[config.mk]
export PLATFORM = sky130hd
export DESIGN_NAME = ntsc_pattern_gen
export DESIGN_NICKNAME = d
export VERILOG_FILES = /design/src/rtl/ntsc_pat_pkg.sv /design/src/rtl/ntsc_pat_chroma.sv /design/src/rtl/ntsc_pattern_gen.sv
export SDC_FILE = /design/constraint.sdc
export NUM_CORES = 1
export LEC_CHECK = 0
export ABC_CLOCK_PERIOD_IN_PS = 14600
export CAP_MARGIN = 10
export CORE_MARGIN = 10
export CORE_UTILIZATION = 53
export CTS_CLUSTER_DIAMETER = 80
export CTS_CLUSTER_SIZE = 25
export DETAILED_ROUTE_END_ITERATION = 16
export PLACE_DENSITY = 0.92
export SLEW_MARGIN = 40
export SYNTH_ARGS = -nofsm -noshare
export SYNTH_HDL_FRONTEND = slang
export SYNTH_SLANG_ARGS = --single-unit
[constraint.sdc]
create_clock -name CK_i -period 14.6 [get_ports CK_i]
set_clock_uncertainty 0.2 [all_clocks]
set_input_delay 2.92 -clock CK_i [delete_from_list [all_inputs] [get_ports CK_i]]
set_output_delay 2.92 -clock CK_i [all_outputs]
set_load 0.005 [all_outputs]
[src/rtl/ntsc_pat_pkg.sv]
`default_nettype none
// ============================================================================
//  Module      : ntsc_pat_pkg
//  Description : Shared types and helpers for the NTSC composite pattern
//                generator: pattern modes, hue-sign table, width limits.
//  Revision    : 1.0  initial release
// ============================================================================
package ntsc_pat_pkg;

  // Pattern selected once per frame
  typedef enum logic [1:0] {
    MODE_BAR   = 2'd0,
    MODE_RAMP  = 2'd1,
    MODE_HATCH = 2'd2,
    MODE_FLAT  = 2'd3
  } pat_mode_e;

  // Legal composite DAC widths
  localparam int DAC_W_MIN = 8;
  localparam int DAC_W_MAX = 12;

  // Subcarrier sample and chroma widths (chroma holds the sum of two samples)
  localparam int SAMPLE_W = 4;
  localparam int CHROMA_W = 6;

  // Contribution of one subcarrier component to a hue
  typedef enum logic [1:0] {
    SGN_ZERO = 2'd0,
    SGN_POS  = 2'd1,
    SGN_NEG  = 2'd2
  } sgn_e;

  typedef struct packed {
    sgn_e k_cos;
    sgn_e k_sin;
  } hue_sign_t;

  // Eight hues spaced around the colour circle, starting at +cos
  function automatic hue_sign_t hue_sign(input logic [2:0] hue);
    hue_sign_t s;
    case (hue)
      3'd0:    s = '{k_cos: SGN_POS,  k_sin: SGN_ZERO};
      3'd1:    s = '{k_cos: SGN_POS,  k_sin: SGN_NEG};
      3'd2:    s = '{k_cos: SGN_ZERO, k_sin: SGN_NEG};
      3'd3:    s = '{k_cos: SGN_NEG,  k_sin: SGN_NEG};
      3'd4:    s = '{k_cos: SGN_NEG,  k_sin: SGN_ZERO};
      3'd5:    s = '{k_cos: SGN_NEG,  k_sin: SGN_POS};
      3'd6:    s = '{k_cos: SGN_ZERO, k_sin: SGN_POS};
      default: s = '{k_cos: SGN_POS,  k_sin: SGN_POS};
    endcase
    return s;
  endfunction

  // Sign-extend a subcarrier sample to chroma width, then apply a sign
  function automatic logic signed [CHROMA_W-1:0] signed_term(
    input sgn_e                        k,
    input logic signed [SAMPLE_W-1:0]  s
  );
    logic signed [CHROMA_W-1:0] ext;
    ext = CHROMA_W'(s);
    case (k)
      SGN_POS: return ext;
      SGN_NEG: return -ext;
      default: return '0;
    endcase
  endfunction

endpackage
`default_nettype wire

[src/rtl/ntsc_pat_chroma.sv]
`default_nettype none
// ============================================================================
//  Module      : ntsc_pat_chroma
//  Description : Combinational hue-to-chroma mapping. Combines the sin/cos
//                subcarrier samples according to the hue index into a signed
//                chroma value.
//  Revision    : 1.0  initial release
// ============================================================================
module ntsc_pat_chroma
  import ntsc_pat_pkg::*;
(
  input  logic        [2:0]          i_hue,
  input  logic signed [SAMPLE_W-1:0] i_sin,
  input  logic signed [SAMPLE_W-1:0] i_cos,
  output logic signed [CHROMA_W-1:0] o_chroma
);

  hue_sign_t w_sgn;

  // Look up the component signs for this hue and sum the signed terms
  always_comb begin
    w_sgn    = hue_sign(i_hue);
    o_chroma = signed_term(w_sgn.k_cos, i_cos) + signed_term(w_sgn.k_sin, i_sin);
  end

endmodule
`default_nettype wire

[src/rtl/ntsc_pattern_gen.sv]
`default_nettype none
// ============================================================================
//  Module      : ntsc_pattern_gen
//  Description : NTSC composite test-pattern generator (bars, ramp, crosshatch,
//                flat field) with pedestal, chroma scaling and output clamp.
//                Two-stage pipeline advanced by CK_EE_i.
//                Build option NTSC_PAT_CHROMA_EN: when defined, chroma and
//                colour burst are generated; otherwise output is monochrome.
//  Revision    : 1.0  initial release
// ============================================================================
module ntsc_pattern_gen
  import ntsc_pat_pkg::*;
#(
  parameter int P_DAC_W     = 10,
  parameter int P_PEDE      = 205,
  parameter int P_CHROMA_SH = 4,
  parameter int P_BAR_Y     = 100,
  parameter int P_WHITE     = 510,
  parameter int P_CLAMP_LO  = 16
) (
  input  logic                       CK_i,
  input  logic                       RST_i,
  input  logic                       CK_EE_i,
  input  logic        [9:0]          HCTRs_i,
  input  logic        [8:0]          VCTRs_i,
  input  logic                       XBLK_i,
  input  logic                       XSYNC_i,
  input  logic                       BURST_i,
  input  logic signed [SAMPLE_W-1:0] sin_s_i,
  input  logic signed [SAMPLE_W-1:0] cos_s_i,
  input  logic        [1:0]          MODE_i,
  input  logic        [7:0]          LEVEL_i,
  input  logic                       FREEZE_i,
  output logic        [P_DAC_W-1:0]  VIDEOs_o,
  output logic        [1:0]          MODE_o,
  output logic        [7:0]          FCTRs_o,
  output logic                       FRAME_o
);

  // Signed working width: at least DAC width + 3, widened so that the largest
  // pedestal + luma + shifted chroma never wraps before clamping.
  localparam int SUM_W = (P_DAC_W + 3 < 14) ? 14 : (P_DAC_W + 3);

  localparam logic signed [SUM_W-1:0] C_ZERO  = '0;
  localparam logic signed [SUM_W-1:0] C_PEDE  = SUM_W'(P_PEDE);
  localparam logic signed [SUM_W-1:0] C_BAR_Y = SUM_W'(P_BAR_Y);
  localparam logic signed [SUM_W-1:0] C_WHITE = SUM_W'(P_WHITE);
  localparam logic signed [SUM_W-1:0] C_LO    = SUM_W'(P_CLAMP_LO);
  localparam logic signed [SUM_W-1:0] C_HI    = SUM_W'((1 << P_DAC_W) - 1);

  // Saturate a signed working value into the DAC range [lo, 2^P_DAC_W-1]
  function automatic logic [P_DAC_W-1:0] sat(
    input logic signed [SUM_W-1:0] x,
    input logic signed [SUM_W-1:0] lo
  );
    if (x < lo)        return P_DAC_W'(lo);
    else if (x > C_HI) return P_DAC_W'(C_HI);
    else               return x[P_DAC_W-1:0];
  endfunction

  // --------------------------------------------------------------------------
  // Frame-level state
  // --------------------------------------------------------------------------
  logic       frame_start;
  pat_mode_e  mode_q,  mode_d;
  logic [7:0] level_q, level_d;
  logic [7:0] fctr_q,  fctr_d;

  assign frame_start = CK_EE_i && (HCTRs_i == 10'd0) && (VCTRs_i == 9'd0);

  // Capture mode/level and step the frame counter at frame start; the _d
  // values are also what the frame-start pixel itself is rendered with.
  always_comb begin
    mode_d  = mode_q;
    level_d = level_q;
    fctr_d  = fctr_q;
    if (frame_start) begin
      mode_d  = pat_mode_e'(MODE_i);
      level_d = LEVEL_i;
      if (!FREEZE_i) fctr_d = fctr_q + 8'd1;
    end
  end

  // --------------------------------------------------------------------------
  // Stage 1: luma, chroma and control capture
  // --------------------------------------------------------------------------
  logic [7:0]              ramp_byte;
  logic                    hatch_line;
  logic signed [SUM_W-1:0] y_d, y_q;
  logic                    xsync_q, xblk_q, burst_q;

  // Luma for the pattern in effect
  always_comb begin
    ramp_byte  = 8'(HCTRs_i[9:1] + VCTRs_i + {1'b0, fctr_d});
    hatch_line = (HCTRs_i[4:0] == 5'd0) || (VCTRs_i[3:0] == 4'd0);
    y_d        = C_ZERO;
    case (mode_d)
      MODE_BAR:   y_d = C_BAR_Y;
      MODE_RAMP:  y_d = {{(SUM_W-9){1'b0}}, ramp_byte, 1'b0};
      MODE_HATCH: y_d = hatch_line ? C_WHITE : C_ZERO;
      MODE_FLAT:  y_d = {{(SUM_W-9){1'b0}}, level_d, 1'b0};
      default:    y_d = C_ZERO;
    endcase
  end

  logic signed [SUM_W-1:0] active_sum;
  logic signed [SUM_W-1:0] burst_sum;

`ifdef NTSC_PAT_CHROMA_EN
  logic signed [CHROMA_W-1:0] hue_c;
  logic signed [CHROMA_W-1:0] c_d, c_q;
  logic signed [CHROMA_W-1:0] bval_d, bval_q;
  logic signed [SUM_W-1:0]    c_ext, b_ext;

  ntsc_pat_chroma u_chroma (
    .i_hue    (HCTRs_i[8:6]),
    .i_sin    (sin_s_i),
    .i_cos    (cos_s_i),
    .o_chroma (hue_c)
  );

  // Only bars and ramp carry colour; burst is always the -cos phase
  always_comb begin
    c_d    = ((mode_d == MODE_BAR) || (mode_d == MODE_RAMP)) ? hue_c : '0;
    bval_d = signed_term(SGN_NEG, cos_s_i);
  end

  // Stage-1 chroma and burst registers
  always_ff @(posedge CK_i) begin
    if (RST_i) begin
      c_q    <= '0;
      bval_q <= '0;
    end else if (CK_EE_i) begin
      c_q    <= c_d;
      bval_q <= bval_d;
    end
  end

  // Pedestal + luma + scaled chroma, and pedestal + scaled burst
  always_comb begin
    c_ext      = SUM_W'(c_q);
    b_ext      = SUM_W'(bval_q);
    active_sum = C_PEDE + y_q + (c_ext <<< P_CHROMA_SH);
    burst_sum  = C_PEDE + (b_ext <<< P_CHROMA_SH);
  end
`else
  // Monochrome build: subcarrier inputs are ignored, burst sits at pedestal
  logic unused_subcarrier;
  assign unused_subcarrier = ^{sin_s_i, cos_s_i};

  // Pedestal + luma only
  always_comb begin
    active_sum = C_PEDE + y_q;
    burst_sum  = C_PEDE;
  end
`endif

  // --------------------------------------------------------------------------
  // Stage 2: output select and clamp
  // --------------------------------------------------------------------------
  logic [P_DAC_W-1:0] video_d, video_q;

  // Sync beats burst beats blanking beats active video
  always_comb begin
    video_d = video_q;
    if (!xsync_q)      video_d = '0;
    else if (burst_q)  video_d = sat(burst_sum, C_ZERO);
    else if (!xblk_q)  video_d = P_DAC_W'(P_PEDE);
    else               video_d = sat(active_sum, C_LO);
  end

  // Frame state, stage-1 and stage-2 registers; reset wins over the enable
  always_ff @(posedge CK_i) begin
    if (RST_i) begin
      mode_q  <= MODE_BAR;
      level_q <= '0;
      fctr_q  <= '0;
      y_q     <= C_ZERO;
      xsync_q <= 1'b1;
      xblk_q  <= 1'b0;
      burst_q <= 1'b0;
      video_q <= P_DAC_W'(P_PEDE);
    end else if (CK_EE_i) begin
      mode_q  <= mode_d;
      level_q <= level_d;
      fctr_q  <= fctr_d;
      y_q     <= y_d;
      xsync_q <= XSYNC_i;
      xblk_q  <= XBLK_i;
      burst_q <= BURST_i;
      video_q <= video_d;
    end
  end

  assign VIDEOs_o = video_q;
  assign MODE_o   = mode_q;
  assign FCTRs_o  = fctr_q;
  assign FRAME_o  = frame_start && !RST_i;

endmodule
`default_nettype wire

==> metrics.cfg, run 1 <==
[cells_and_area]
nNetsFinal = 386
fin_cells = 378
fin_area_sq_um = 3200
area_growth_pct = 28.6
num_antenna_cells = 0
fill_cells = 328
drive_gt1_share_pct = 10.1

[clock_network]
cts-htree-levels = 2
clockBufferDepth = 2
cts_tree = yes
cts_resized = 0
cts_sinks = 39
cts-root-buf = clkbuf_8
post_cts_buffers = 0
holdBufCountCts = 0
worstSkewPairLatency_ns = 0.31
cts_inserted_buffers = 5
cts.reportedPaths.clkPinSlew_ns = 0.08

[global_routing]
grt_pass1_wl_mm = 11.2
grt_max_degree = 42
grt_antenna_before_repair = 0
overflow = 0
grtUsageTotal_pct = 18.1
grt_pass1_vias = 2348

[setup_path]
critPathSlowestCell = clkdlybuf4s50_1
arrival_ns = 5.19
rrSetupSlack_ns = 10.83
path_buf_inv = 2
start_kind = primary input
end_kind = output port
timing.rr.end = y_q[8]$_SDFFE_PP0P_
cpMostUsedCell = clkdlybuf4s50_1
startpoint = CK_EE_i
crit_family = buffers and inverters
crit_chain = clkdlybuf4s50_1 -> nor3b_1 -> nand2_1 -> nor4_1 -> clkdlybuf4s50_1
rr_worst_depth = 11
path_max_fanout = 15
r2r_start = FCTRs_o[0]$_SDFFE_PP0P_
crit_required_ns = 11.48
cp_slowest_stage_delay_ns = 0.91
crit_type = primary input to output port

[synthesis]
syn_area_per_cell_sq_um = 9.22
netlist_top_cells_count = 39 x dfxtp_1, 25 x nor2_1, 21 x nand2_1
synth_nets = 331
synth_largest_area_cell = dfxtp_1
synth_edf_count = 0
yosysMostFrequentCell = dfxtp_1
ys_seq_area_share_pct = 31.4
syn_area_sq_um = 2490
yosysUniqueCellTypes = 64
yosys_warnings = 0
synth_top_area_share_pct = 31.4
synth_area_leaders = dfxtp_1 31%, fa_1 6.4%, ha_1 4.5%, xnor2_1 4.2%, a21oi_1 3.8%
synth-seq-cells = 39
synthCells = 270
ys_async_sr_fraction_pct = 0
synth_ff_type = dfxtp_1

[die]
num_io_pins = 65
core_sq_um = 4440
rows = 24
die_w_um = 88.5
die_area_sq_um = 7840
dieHeight_um = 88.5
initial_core_util_pct = 56.0

[sta]
tightest_slew_ns = 0.677
whs_ns = 0.247
period_minus_slack_ns = 8.31
post-route-period-util_pct = 56.9
rsz0062_at_grt = no
setup_tns_ns = 0
max_freq_ghz = 0.120
finalSetupViolCount = 0
slew_viol_final = 0
slew_headroom_pct = 54.7
final_hold_viol_count = 0

[pwr]
p_sw_w = 0.0000664
swShare_pct = 26.0
p_seq_share_pct = 43.3
power.total_w = 0.000256
combPwrFrac_pct = 18.9
p_clk_share_pct = 37.7
irDropWorstVdd_v = 0.0000612
leakagePower_nw = 1.22
p_int_w = 0.000189
powerDensity_nw_per_um2 = 79.8

[route]
drtAntennaViolNets = 0
wl_mm = 6.88
vias = 2264
wl_per_cell_um = 18.2
drt_iter0_drc = 194
drc_errors = 0
routed_via_density = 5.99
firstDrtPassIters = 4

[placement]
gp_congestion = 0.834
place_area_sq_um = 3090
io_buffer_count = 56
hpwl_mm = 5.06
place_inst = 370

[flow_run]
drv_cap = 0

[hold_path]
holdPathStages = 2
hold_path.class = register to register
hold_path_startpoint = level_q[0]$_SDFFE_PP0P_
hold-path-endpoint = level_q[0]$_SDFFE_PP0P_

[status]
status = complete, no violations

-- metal layers --
| metal | up-vias | track usage (%) | part of all wire, % | wire length, um |
|---|---|---|---|---|
| li1 | 1080 | - | - | - |
| met1 | 1077 | 21.1 | 41 | 2850 |
| met2 | 89 | 30.7 | 50 | 3440 |
| met3 | 18 | 4.60 | 6.0 | 413 |
| met4 | 0 | 7.64 | 2.4 | 167 |
| met5 | - | 0 | 0 | 0 |
-- registers in the layout, indices dropped and copies added (netlist names) --
register  cells
y_q           8
xblk_q        1
level_q       8
burst_q       1
FCTRs_o       8
xsync_q       1
MODE_o        2
VIDEOs_o     10
-- power groups by stage --
| stage | logic (W) | clock network, W | registers, W |
|---|---|---|---|
| floorplan | 0.0000271 | 0 | 0.000113 |
| global placement | 0.0000459 | 0 | 0.000113 |
| detailed placement | 0.0000470 | 0 | 0.000113 |
| CTS | 0.0000479 | 0.0000979 | 0.000111 |
| global route | 0.0000526 | 0.000101 | 0.000111 |
| finish | 0.0000484 | 0.0000964 | 0.000111 |
-- tightest hold or removal path, delay by kind of cell (launching register included) --
kind | cells | cell delay, ns
flops | 1 | 0.31
simple gates | 1 | 0.05
compound gates | 1 | 0.05
-- through the flow --
stage | util [%] | worst slack (ns)
global route | 72.1 | 6.21
finish | 72.1 | 6.29
detailed placement | 69.4 | 6.34
CTS | 72.1 | 6.34
floorplan | - | 7.77
global placement | 69.4 | 6.41
-- worst max path at each step --
stage,end,slack [ns],cells past startpoint
2_1_floorplan,FRAME_o,7.77,3
3_3_place_gp,FRAME_o,6.41,5
3_5_place_dp,FRAME_o,6.34,5
4_1_cts,FRAME_o,6.34,5
5_1_grt,FRAME_o,6.21,5
6_report,FRAME_o,6.29,5
-- final cells by class --
class                           count  area, sq um  share of cell area, %
Clock buffer                        6         82.6                   2.58
Clock inverter                      2         35.0                   1.09
Inverter                           13         48.8                   1.52
Multi-Input combinational cell    209         1620                   50.7
Sequential cell                    39          781                   24.4
Tap cell                           52         65.1                   2.03
Timing Repair Buffer               57          568                   17.7
-- kinds of logic after synthesis --
logic type,synth area share (%)
AO/OA/AOI/OAI,18.1
XOR/XNOR,7.34
adder cells (fa/ha/maj),11.0
buffers and inverters,3.47
flip-flops,31.4
multiplexers,3.92
AND/OR/NAND/NOR,24.9
-- cells in the final DEF (no fill, tap or decap), types with 6 or more instances in the layout --
| cell type | netlist | final |
|---|---|---|
| xor2_1 | 7 | 7 |
| mux2i_1 | 6 | 6 |
| nor2_1 | 25 | 25 |
| a211o_1 | 6 | 6 |
| a21oi_1 | 19 | 19 |
| clkbuf_8 | 0 | 6 |
| xnor2_1 | 12 | 12 |
| nor2b_1 | 7 | 7 |
| nand2_1 | 21 | 21 |
| fa_1 | 8 | 8 |
| ha_1 | 9 | 9 |
| dfxtp_1 | 39 | 39 |
| inv_1 | 13 | 13 |
| clkdlybuf4s50_1 | 0 | 56 |
Power figures use the tool's default switching activity.
==> inputs of run 2 (changes only) <==
ABC_CLOCK_PERIOD_IN_PS = 8390   (was 14600)
CORE_UTILIZATION = 49   (was 53)
PLACE_DENSITY = 0.86   (was 0.92)
clock period = 8.39 ns   (was 14.6 ns; I/O delays follow)
==> run 2 against run 1 <==
- die area is 6.3% higher
- setup slack worse by 4.2 ns
- count of clock-buffer cells in the layout is 1 lower
- critical endpoint is now y_q[8]$_SDFFE_PP0P_
- total power is 71% higher
- sequential power is 74% higher
- cell area is 0.43% higher
- critical path type is now primary input to register
- register-to-register slack worse by 6.1 ns
- first-iteration DRC count is 27% lower
- sequential cell count stayed put
- clock power is 66% higher
==> metrics.cfg, run 2 (synthesized netlist as in run 1, its figures left out) <==
[sta]
setup_tns_ns = 0
tightest_slew_ns = 0.580
max_freq_ghz = 0.159
period_minus_slack_ns = 6.31
finalSetupViolCount = 0
final_hold_viol_count = 0
whs_ns = 0.251
rsz0062_at_grt = no
post-route-period-util_pct = 75.2
slew_headroom_pct = 61.2
slew_viol_final = 0

[clock_network]
cts-htree-levels = 2
post_cts_buffers = 0
cts.reportedPaths.clkPinSlew_ns = 0.08
worstSkewPairLatency_ns = 0.30
cts_tree = yes
cts_inserted_buffers = 5
cts-root-buf = clkbuf_8
clockBufferDepth = 2
cts_resized = 0
holdBufCountCts = 0
cts_sinks = 39

[cells_and_area]
fin_area_sq_um = 3220
largest_reg_flops = 10
area_growth_pct = 29.2
utilization_pct = 66.8
final_common_cell = clkdlybuf4s50_1
final_cell_mix = 56 x clkdlybuf4s50_1, 39 x dfxtp_1, 25 x nor2_1
drive_gt1_share_pct = 10.1
num_antenna_cells = 0
nNetsFinal = 386

[pwr]
powerDensity_nw_per_um2 = 136
p_seq_share_pct = 44.1
swShare_pct = 26.4
p_int_w = 0.000322
p_sw_w = 0.000115
combPwrFrac_pct = 19.2
irDropWorstVdd_v = 0.000100
power.total_w = 0.000437
leakagePower_nw = 1.22
p_clk_share_pct = 36.7

[setup_path]
arrival_ns = 6.29
path_max_fanout = 15
end_kind = register
cp_slowest_stage_delay_ns = 0.84
rrSetupSlack_ns = 4.76
cpMostUsedCell = fa_1
crit_type = primary input to register
path_buf_inv = 1
r2r_start = FCTRs_o[0]$_SDFFE_PP0P_
critPathSlowestCell = clkdlybuf4s50_1
crit_chain = clkdlybuf4s50_1 -> nor4b_2 -> nand4_4 -> nor3_2 -> mux2_2 -> fa_1 -> ha_1 -> fa_1 -> a21o_1 -> a311o_1 -> a21oi_1 -> xnor2_1 -> mux2i_1 -> a221oi_2
start_kind = primary input
rr_worst_depth = 11
crit_family = adder cells
crit_required_ns = 8.37
timing.rr.end = y_q[8]$_SDFFE_PP0P_

[placement]
gp_congestion = 0.822
hpwl_mm = 4.97
place_area_sq_um = 3100
io_buffer_count = 56

[die]
initial_core_util_pct = 51.7
num_io_pins = 65
core_sq_um = 4820
die_w_um = 91.3
dieHeight_um = 91.3
rows = 25
die_area_sq_um = 8330

[status]
status = complete, no violations

[route]
firstDrtPassIters = 4
drtAntennaViolNets = 0
drt_iter0_drc = 142
drc_errors = 0
vias = 2211
routed_via_density = 5.63
wl_mm = 6.47
wl_per_cell_um = 16.5

[global_routing]
grt_max_degree = 42
grtUsageTotal_pct = 15.8
grt_pass1_wl_mm = 10.9
grt_antenna_before_repair = 0
overflow = 0
grt_pass1_vias = 2263

[hold_path]
hold-path-endpoint = level_q[6]$_SDFFE_PP0P_
holdPathStages = 2
hold_path.class = register to register
hold_path_startpoint = level_q[6]$_SDFFE_PP0P_

[flow_run]
drv_cap = 0

[run 2: cell count changes in the layout (fill, tap and decap cells not counted)]
cell,previous run,this run
clkbuf_8,6,5
clkinv_4,0,1
[run 2: area by class of cell]
cell class | count | area [sq um]
Tap cell | 67 | 83.8
Clock inverter | 3 | 43.8
Sequential cell | 39 | 781
Inverter | 13 | 48.8
Fill cell | 391 | 1600
Clock buffer | 5 | 68.8
Timing Repair Buffer | 57 | 568
Multi-Input combinational cell | 209 | 1620
[run 2: power by group through the flow]
stage	combinational (W)	clock, W	sequential, W
3_3_place_gp	0.0000808	0	0.000197
6_report	0.0000839	0.000160	0.000193
3_5_place_dp	0.0000829	0	0.000197
2_1_floorplan	0.0000472	0	0.000196
5_1_grt	0.0000918	0.000171	0.000193
4_1_cts	0.0000836	0.000162	0.000193
[run 2: per-layer routing]
layer / track usage, % / share of wire (%) / up-vias
met5: 0 / 0 / -
li1: - / - / 1086
met2: 26.2 / 47 / 75
met3: 5.02 / 6.9 / 14
met4: 6.53 / 2.1 / 0
met1: 18.3 / 44 / 1036
[run 2: worst max-delay path by stage]
stage | from | endpoint | slack [ns] | depth (start not counted)
6_report | CK_EE_i | y_q[8]$_SDFFE_PP0P_ | 2.08 | 14
5_1_grt | CK_EE_i | y_q[8]$_SDFFE_PP0P_ | 1.80 | 14
4_1_cts | CK_EE_i | y_q[8]$_SDFFE_PP0P_ | 2.09 | 14
3_5_place_dp | CK_EE_i | y_q[8]$_SDFFE_PP0P_ | 1.77 | 14
3_3_place_gp | CK_EE_i | y_q[8]$_SDFFE_PP0P_ | 1.84 | 14
2_1_floorplan | VCTRs_i[2] | y_q[8]$_SDFFE_PP0P_ | 2.96 | 13
[run 2: through the flow]
stage | worst slack, ns | cells
floorplan | 2.96 | 270
global placement | 1.84 | 385
detailed placement | 1.77 | 385
CTS | 2.09 | 393
global route | 1.80 | 393
finish | 2.08 | 393
[run 2: worst reg2reg max path: cells and delay by family, from the launching register on]
| family | cells | cell delay, ns |
|---|---|---|
| AO/OA/AOI/OAI | 4 | 0.82 |
| XOR/XNOR | 1 | 0.16 |
| adder cells (fa/ha/maj) | 4 | 1.36 |
| flip-flops | 1 | 0.42 |
| multiplexers | 2 | 0.55 |
